<file path="config.mk">
export PLATFORM = sky130hd
export DESIGN_NAME = traffic_sequencer
export DESIGN_NICKNAME = d
export VERILOG_FILES = /design/src/rtl/traffic_pkg.sv /design/src/rtl/sec_prescaler.sv /design/src/rtl/traffic_sequencer.sv
export SDC_FILE = /design/constraint.sdc
export NUM_CORES = 1
export LEC_CHECK = 0
export BUFFER_PORTS_ARGS = -buffer_cell sky130_fd_sc_hd__buf_2
export CORE_ASPECT_RATIO = 2
export CORE_MARGIN = 2
export CORE_UTILIZATION = 61
export CTS_BUF_LIST = sky130_fd_sc_hd__clkbuf_4 sky130_fd_sc_hd__clkbuf_8
export CTS_CLUSTER_SIZE = 12
export DETAILED_ROUTE_END_ITERATION = 10
export PLACE_DENSITY = 0.93
export SKIP_CTS_REPAIR_TIMING = 1
export SLEW_MARGIN = 20
export SYNTH_ARGS = -nofsm -noshare
export SYNTH_HDL_FRONTEND = slang
export SYNTH_SLANG_ARGS = --single-unit
</file>
<file path="constraint.sdc">
create_clock -name clk -period 2.7 [get_ports clk]
set_input_delay 0.54 -clock clk [delete_from_list [all_inputs] [get_ports clk]]
set_output_delay 0.54 -clock clk [all_outputs]
set_load 0.02 [all_outputs]
</file>
<file path="src/rtl/traffic_pkg.sv">
// Shared types, lamp codes and small helpers for the traffic-light sequencer.
package traffic_pkg;

    typedef enum logic [1:0] {
        ST_FLASH   = 2'd0,
        ST_GREEN   = 2'd1,
        ST_AMBER   = 2'd2,
        ST_ALL_RED = 2'd3
    } tl_state_t;

    typedef enum logic [1:0] {
        MODE_FLASH = 2'b00,
        MODE_AUTO  = 2'b01,
        MODE_EXT   = 2'b10
    } tl_mode_t;

    // Per-approach lamp code, {red, amber, green}
    localparam logic [2:0] LAMP_RED = 3'b100;
    localparam logic [2:0] LAMP_AMB = 3'b010;
    localparam logic [2:0] LAMP_GRN = 3'b001;
    localparam logic [2:0] LAMP_OFF = 3'b000;

    // Raw mode pins to mode; the unused 11 code falls back to flashing amber.
    function automatic tl_mode_t decode_mode(input logic [1:0] m);
        case (m)
            2'b01:   return MODE_AUTO;
            2'b10:   return MODE_EXT;
            default: return MODE_FLASH;
        endcase
    endfunction

    // Lamp code for one approach given the sequencer state and ownership of the phase.
    function automatic logic [2:0] lamp_of(input tl_state_t st, input logic owner,
                                           input logic blink);
        case (st)
            ST_FLASH: return blink ? LAMP_AMB : LAMP_OFF;
            ST_GREEN: return owner ? LAMP_GRN : LAMP_RED;
            ST_AMBER: return owner ? LAMP_AMB : LAMP_RED;
            default:  return LAMP_RED;
        endcase
    endfunction

endpackage

</file>
<file path="src/rtl/sec_prescaler.sv">
// One-second time base: free-running divider, one-cycle tick and a blink phase bit.
module sec_prescaler #(
    parameter int CLK_HZ = 27_000_000
) (
    input  logic clk,
    input  logic rst,
    output logic sec_tick,
    output logic blink
);
    localparam int CW = (CLK_HZ > 1) ? $clog2(CLK_HZ) : 1;

    logic [CW-1:0] cnt_q, cnt_d;
    logic          tick_q, blink_q;
    logic          wrap;

    assign wrap = (cnt_q == CW'(CLK_HZ - 1));

    // Divider next value: wraps to zero after CLK_HZ-1
    always_comb begin
        cnt_d = wrap ? '0 : cnt_q + 1'b1;
    end

    // Counter, registered tick (high for the cycle after the wrap) and blink toggle
    always_ff @(posedge clk) begin
        if (rst) begin
            cnt_q   <= '0;
            tick_q  <= 1'b0;
            blink_q <= 1'b1;
        end else begin
            cnt_q   <= cnt_d;
            tick_q  <= wrap;
            blink_q <= blink_q ^ wrap;
        end
    end

    assign sec_tick = tick_q;
    assign blink    = blink_q;

endmodule

</file>
<file path="src/rtl/traffic_sequencer.sv">
// Self-timed N-approach traffic sequencer: green -> amber -> all-red cycle,
// externally requested phases and flashing-amber mode, with registered lamp bus.
module traffic_sequencer
    import traffic_pkg::*;
#(
    parameter  int N_APPR   = 4,
    parameter  int CLK_HZ   = 27_000_000,
    parameter  int AMBER_S  = 3,
    parameter  int ALLRED_S = 1,
    parameter  int TW       = 8,
    localparam int PW       = (N_APPR > 1) ? $clog2(N_APPR) : 1
) (
    input  logic                  clk,
    input  logic                  rst,
    input  logic [1:0]            mode,
    input  logic [TW-1:0]         green_len,
    input  logic                  ext_valid,
    input  logic [PW-1:0]         ext_phase,
    output logic [3*N_APPR-1:0]   semaforos,
    output logic [PW-1:0]         phase,
    output logic [1:0]            state_o,
    output logic                  sec_tick
);
    localparam int DW  = $clog2(((AMBER_S > ALLRED_S) ? AMBER_S : ALLRED_S) + 1);
    localparam int TMW = (TW > DW) ? TW : DW;
    localparam logic [TMW-1:0] AMBER_T  = TMW'(AMBER_S);
    localparam logic [TMW-1:0] ALLRED_T = TMW'(ALLRED_S);

    tl_state_t            state_q, state_d;
    logic [PW-1:0]        phase_q, phase_d;
    logic [TMW-1:0]       timer_q, timer_d;
    logic                 first_q, first_d;       // next green goes to approach 0
    logic                 pend_valid_q, pend_valid_d;
    logic [PW-1:0]        pend_phase_q, pend_phase_d;
    logic [3*N_APPR-1:0]  lamps_q, lamps_d;

    logic                 tick, blink;
    tl_mode_t             mode_s;
    logic                 expire, green_done;
    logic [TMW-1:0]       green_load;
    logic [PW-1:0]        phase_inc;

    sec_prescaler #(.CLK_HZ(CLK_HZ)) u_prescaler (
        .clk      (clk),
        .rst      (rst),
        .sec_tick (tick),
        .blink    (blink)
    );

    assign mode_s     = decode_mode(mode);
    assign expire     = tick && (timer_q == TMW'(1));
    // Green has served its dwell once the timer expires; it then sits at zero while held.
    assign green_done = (timer_q == '0) || expire;
    assign green_load = (green_len == '0) ? TMW'(1) : TMW'(green_len);
    assign phase_inc  = (phase_q == PW'(N_APPR - 1)) ? '0 : phase_q + 1'b1;

    // Next-state decision for the phase FSM and dwell timer
    always_comb begin
        state_d = state_q;
        phase_d = phase_q;
        timer_d = timer_q;
        first_d = first_q;
        if (tick && (timer_q != '0)) begin
            timer_d = timer_q - 1'b1;
        end
        case (state_q)
            ST_FLASH: begin
                if (mode_s != MODE_FLASH) begin
                    state_d = ST_ALL_RED;
                    timer_d = ALLRED_T;
                    phase_d = '0;
                    first_d = 1'b1;
                end
            end
            ST_GREEN: begin
                if (mode_s == MODE_FLASH) begin
                    state_d = ST_AMBER;
                    timer_d = AMBER_T;
                end else if (green_done && ((mode_s == MODE_AUTO) ||
                             (pend_valid_q && (pend_phase_q != phase_q)))) begin
                    state_d = ST_AMBER;
                    timer_d = AMBER_T;
                end
            end
            ST_AMBER: begin
                if (expire) begin
                    if (mode_s == MODE_FLASH) begin
                        state_d = ST_FLASH;
                    end else begin
                        state_d = ST_ALL_RED;
                        timer_d = ALLRED_T;
                    end
                end
            end
            default: begin
                if (mode_s == MODE_FLASH) begin
                    state_d = ST_FLASH;
                end else if (expire) begin
                    state_d = ST_GREEN;
                    timer_d = green_load;
                    first_d = 1'b0;
                    if ((mode_s == MODE_EXT) && pend_valid_q) begin
                        phase_d = pend_phase_q;
                    end else if (first_q) begin
                        phase_d = '0;
                    end else begin
                        phase_d = phase_inc;
                    end
                end
            end
        endcase
    end

    // Pending external target: latest in-range request wins; served or same-phase requests drop
    always_comb begin
        pend_valid_d = pend_valid_q;
        pend_phase_d = pend_phase_q;
        if ((state_q == ST_GREEN) && pend_valid_q && (pend_phase_q == phase_q)) begin
            pend_valid_d = 1'b0;
        end
        if (ext_valid && (int'(ext_phase) < N_APPR) &&
            !((state_q == ST_GREEN) && (ext_phase == phase_q))) begin
            pend_valid_d = 1'b1;
            pend_phase_d = ext_phase;
        end
    end

    // Lamp encoder from the current registered state; the lamp register lags state by one edge
    always_comb begin
        lamps_d = '0;
        for (int k = 0; k < N_APPR; k++) begin
            lamps_d[3*k +: 3] = lamp_of(state_q, phase_q == PW'(k), blink);
        end
    end

    // All sequencer state and the registered lamp bus
    always_ff @(posedge clk) begin
        if (rst) begin
            state_q      <= ST_FLASH;
            phase_q      <= '0;
            timer_q      <= '0;
            first_q      <= 1'b1;
            pend_valid_q <= 1'b0;
            pend_phase_q <= '0;
            lamps_q      <= {N_APPR{LAMP_AMB}};
        end else begin
            state_q      <= state_d;
            phase_q      <= phase_d;
            timer_q      <= timer_d;
            first_q      <= first_d;
            pend_valid_q <= pend_valid_d;
            pend_phase_q <= pend_phase_d;
            lamps_q      <= lamps_d;
        end
    end

    assign semaforos = lamps_q;
    assign phase     = phase_q;
    assign state_o   = state_q;
    assign sec_tick  = tick;

endmodule

</file>
== After elaboration in Yosys (flattened, before gate mapping) ==
Cells that the tools add are included.

* Flip-flop bits (word level): 55
* Input bits: 15
* Output and inout port bits: 17

* Add/sub/neg operators: 3
* Eq/ne operators: 18
* Mux-type cells: 45
* Bitwise operators: 2
* Reduce and logical (&&, ||, !) cells: 26

{| class="wikitable"
|+ Operator list
! cell !! count
|-
| $mux W8 || 9
|-
| $pmux W3 S3 || 4
|-
| $mux W2 || 14
|-
| $add A25 B1 Y25 const B || 1
|-
| $eq A25 B25 Y1 const B || 1
|-
| $mux W3 || 8
|-
| $pmux W8 S3 || 1
|-
| $logic_not A8 Y1 || 2
|-
| $eq A2 B2 Y1 const B || 5
|-
| $logic_and A1 B1 Y1 || 9
|-
| $eq A2 B1 Y1 const B || 4
|-
| $eq A8 B1 Y1 const B || 1
|-
| $pmux W2 S2 || 2
|-
| $reduce_and A4 Y1 || 2
|-
| $reduce_bool A8 Y1 || 1
|-
| $sub A8 B1 Y8 const B || 1
|-
| $logic_not A2 Y1 || 3
|-
| $pmux W2 S3 || 1
|-
| $reduce_bool A2 Y1 || 3
|-
| $mux W1 || 5
|-
| $eq A2 B2 Y1 || 2
|-
| $ne A2 B2 Y1 const B || 2
|-
| $reduce_bool A4 Y1 || 1
|-
| $reduce_or A2 Y1 || 2
|-
| 9 further kinds || 10
|}

== Depth between registers and ports, before layout ==
* Word-level depth: 8
* Mapped depth: 8

== Modules after synthesis ==
Synthesis repeated with hierarchy kept, for this count alone.

* Cell total of the unflattened synthesis: 329
* Area total of the unflattened synthesis: 2,844.0 um^2

{| class="wikitable"
|+ Modules (own cells, without submodules)
! module !! times used !! cells an instance !! area an instance (um^2) !! seq. area each (um^2)
|-
| traffic_sequencer || 1 || 185 || 1,579.0 || 560.5
|-
| sec_prescaler || 1 || 144 || 1,265.0 || 540.5
|}

== Worst setup path after synthesis ==
Ideal clock, no wire load.

* Path kind: reg-to-reg
* Start point: reg timer_q[4]
* End point: reg state_q[1] (netlist: state_o[1])
* Setup time: 70 ps
* Arrival: 1,982 ps
* Data required time: 2,630 ps
* Path slack: 648 ps
* Stages on the path, launching flop included: 7
* Buffers on the path: 1
* Period minus slack after synthesis: 2,052 ps
* Path through: dfxtp_1 or4_4 buf_6 nor4_4 o22ai_2 or4b_1 a21oi_1

* Longest elaborated chain between the ends: 6
* Elaborated cells between the ends (all ways): 9
* Classes of those cells: eq/ne: 3; reduce/logical: 6

{| class="wikitable"
|+ RTL lines
! element !! line !! source
|-
| start, declared || traffic_sequencer.sv:31 || <nowiki>logic [TMW-1:0] timer_q, timer_d;</nowiki>
|-
| start signal, assigned || traffic_sequencer.sv:149 || <nowiki>timer_q <= timer_d;</nowiki>
|-
| $eq A8 B1 Y1 || traffic_sequencer.sv:51 || <nowiki>assign expire = tick && (timer_q == TMW'(1));</nowiki>
|-
| $logic_and A1 B1 Y1 || traffic_sequencer.sv:51 ||
|-
| $logic_or A1 B1 Y1 || traffic_sequencer.sv:53 || <nowiki>assign green_done = (timer_q == '0) || expire;</nowiki>
|-
| $logic_and A1 B1 Y1 || traffic_sequencer.sv:79 || <nowiki>end else if (green_done && ((mode_s == MODE_AUTO) ||</nowiki>
|-
| $ne A3 B3 Y1 (no line) || n/a ||
|-
| $reduce_and A4 Y1 (no line) (*) || n/a ||
|-
| end signal, assigned || traffic_sequencer.sv:147 || <nowiki>state_q <= state_d;</nowiki>
|-
| end, declared || traffic_sequencer.sv:29 || <nowiki>tl_state_t state_q, state_d;</nowiki>
|}

Every way passes the cells marked *; elsewhere a longest branch is shown, timed or not.
A chain may end at the register's enable or synchronous reset.

== Worst setup path after layout ==
Ends and elaborated chain as after synthesis.

==> flow_metrics.py <==
metrics = {
    "die": {
        "start_util": 0.628,
        "floorplan.io_pins": 32,
        "fp.dieH_um": 101,
        "dieArea_um2": 5330,
        "site_row_count": 35,
        "die_w_um": 52.7,
        "coreArea_um2": 4600,
    },
    "global_route": {
        "global_route.usage.total": 0.262,
        "grt_antenna_before_repair": 0,
        "global_route_wire_length_before_repair_mm": 10.7,
        "grt_pass1_vias": 2578,
        "largest_net_degree_at_the_start_of_global_routing": 30,
        "grt_ovf": 0,
    },
    "timing": {
        "rsz0062_at_grt": "no",
        "least_margin_pin_slew_ns": 0.590,
        "report.final.hold_viol_count": 0,
        "setup_viol_count_final": 0,
        "holdWs_ns": 0.441,
        "finalCritPeriodShare": 0.827,
        "setup-tns-final_ns": 0,
        "final_max_slew_viol_count": 0,
        "fin_skew_ns": 0.0107,
        "maxClockFrequency_mhz": 448,
        "relSlewSlack": 0.601,
        "min_period_ns": 2.23,
    },
    "worst_setup_path": {
        "crit_required_ns": 2.95,
        "r2r_cells": 5,
        "worstReg2RegStart": "timer_q[4]",
        "crit_start": "timer_q[4]",
        "timing.critical_path.to_type": "flip-flop",
        "worst-path-max-fanout": 10,
        "kind_of_critical_path": "reg -> reg",
        "arrival_ns": 2.49,
        "setup_crit_start_kind": "flip-flop",
    },
    "power_and_ir_drop": {
        "leakage_nw": 1.21,
        "comb_power_share": 0.320,
        "p_switching_mw": 0.758,
        "switching_share": 0.365,
        "internal-power_mw": 1.32,
        "finalPower_mw": 2.08,
        "power_frac_clock": 0.228,
        "p_per_area_nw_per_um2": 656,
        "irDropWorstVdd_uv": 530,
        "pwr-share-seq": 0.452,
    },
    "min_path": {
        "min_path_type": "in -> reg",
        "worstHoldPathCells": 3,
        "hp-start": "green_len[4]",
    },
    "clock_tree": {
        "cts_tree": "done",
        "cts_htree_levels": 2,
        "worst_skew_pair.late_latency_ns": 0.31,
        "cts_root_buf": "sky130_fd_sc_hd__clkbuf_8",
        "numCtsBuffers": 5,
        "cts.sink_count": 55,
        "cts.reportedPaths.clkPinSlew_ns": 0.11,
        "clk_path_buf_depth": 2,
    },
    "finish": {
        "number_of_diodes_added_for_antenna_fixing": 0,
        "design_area_um2": 3160,
        "drive_above_1_share": 0.142,
        "area_growth_pct": 9.58,
        "final_core_density": 0.688,
        "nets": 399,
    },
    "outcome": {
        "outcome": "finished, final reports clean",
    },
    "detailed_routing": {
        "drc": 0,
        "vias": 2579,
        "route.detailed.vias_per_inst": 6.04,
        "first_drt_iteration_drcs": 78,
        "wirelength_mm": 6.46,
        "wl_met2_mm": 3.60,
        "drt_first_pass_iters": 5,
        "routedLengthMet1_mm": 2.32,
        "dr.max_layer_used": "met4",
        "met3WireLength_um": 276,
        "detail-route-antenna-nets": 0,
        "route.detailed.wl_per_inst_um": 15.1,
    },
    "logic_synthesis": {
        "synth_top_cell_area_share": 0.381,
        "synth-edff-count": 0,
        "synthesis.yosys.warnings": 0,
        "proportion_of_register_bits_with_asynchronous_set_or_reset_after_synthesis": 0,
        "synthesis.area_um2": 2890,
        "synth.distinct_cells": 54,
        "synth_fp_nets": 373,
        "most_common_library_cells_after_synthesis": "sky130_fd_sc_hd__nor2_1 (58), sky130_fd_sc_hd__dfxtp_1 (55), sky130_fd_sc_hd__nand2_1 (21)",
        "synth.top_cells.by_area": "sky130_fd_sc_hd__dfxtp_1 (38%), sky130_fd_sc_hd__nor2_1 (7.5%), sky130_fd_sc_hd__xnor2_1 (6.1%)",
        "synth.largest_area_cell": "sky130_fd_sc_hd__dfxtp_1",
        "syn_area_cell_um2": 8.37,
        "post-synth-top-count-cell": "sky130_fd_sc_hd__nor2_1",
        "ys_dominant_reg_cell": "sky130_fd_sc_hd__dfxtp_1",
        "synth_seq_cells": 55,
        "synth.yosys.seq_area_share": 0.381,
        "post_synth_inst_count": 345,
    },
    "run": {
        "drv_cap": 0,
    },
    "placed_design": {
        "detailed_place.area_um2": 3070,
        "place_congestion": 0.876,
        "detailedPlacementHpwl_mm": 4.81,
        "io_buffer_count": 31,
    },
}
==> layout by cell type, fill, tap and decap left out, drive strengths merged, types with 4 or more instances in the layout <==
cell type,n
o21ai,19
xnor2,20
xor2,13
clkbuf,5
buf,35
and2,5
dfxtp,55
nor4,6
nor2b,4
nor3,11
o21bai,6
and3,4
ha,13
nand3,15
a21oi,10
nand2,21
nand2b,5
nand4,7
inv,15
nor2,58
==> sequential cells by signal, indices dropped and copies added, names as in the netlist <==
signal	flops
u_prescaler.blink	1
u_prescaler.cnt_q	25
state_o	2
first_q	1
pend_phase_q	2
u_prescaler.sec_tick	1
pend_valid_q	1
phase	2
timer_q	8
semaforos	12
==> per-stage QoR <==
| step | cells | worst slack [ns] |
|---|---|---|
| 2_1_floorplan | 345 | 0.648 |
| 3_3_place_gp | 419 | 0.432 |
| 3_5_place_dp | 419 | 0.359 |
| 4_1_cts | 427 | 0.485 |
| 5_1_grt | 427 | 0.366 |
| 6_report | 427 | 0.468 |
==> power groups by stage <==
stage	sequential, mW	clock, mW	combinational, mW
2_1_floorplan	1.03	0	0.389
3_3_place_gp	0.952	0	0.636
3_5_place_dp	0.958	0	0.656
4_1_cts	0.939	0.485	0.660
5_1_grt	0.949	0.517	0.735
6_report	0.938	0.474	0.664
==> metal layers <==
layer / up-vias / global-route usage
met1: 1203 / 0.251
met2: 100 / 0.488
met3: 31 / 0.0383
met4: 0 / 0.168
met5: - / 0
li1: 1245 / -
==> worst paths after layout <==
kind              slack [ns]                    to
setup / recovery        0.47            state_o[1]
hold / removal          0.44            timer_q[4]
setup reg to reg        0.47            state_o[1]
hold reg to reg         0.45  u_prescaler.cnt_q[0]
==> cell families (layout without fill, tap and decap cells) <==
logic type | Yosys count | count (layout) | share of synthesized area
multiplexers | 4 | 4 | 0.0143
flip-flops | 55 | 55 | 0.381
AO/OA/AOI/OAI | 58 | 58 | 0.136
AND/OR/NAND/NOR | 153 | 153 | 0.270
XOR/XNOR | 33 | 33 | 0.100
buffers and inverters | 29 | 56 | 0.0416
adder cells (fa/ha/maj) | 13 | 13 | 0.0563
==> layout make-up <==
cell class	instances	area [um^2]
multi-input cells	261	1670
fillers	381	1430
flip-flops and latches	55	1100
repair buffers	35	185
clock buffers	5	68.8
well taps	55	68.8
inverters	13	48.8
clock inverters	3	25.0
==> critical path, stage by stage (launching register included) <==
cell and delay (ns):
sky130_fd_sc_hd__dfxtp_1 0.38, sky130_fd_sc_hd__or4_4 0.65, sky130_fd_sc_hd__nor4_4 0.33, sky130_fd_sc_hd__o22ai_2 0.14
sky130_fd_sc_hd__or4b_1 0.54, sky130_fd_sc_hd__a21oi_1 0.13
No activity file was read; power rests on OpenSTA's default activity.
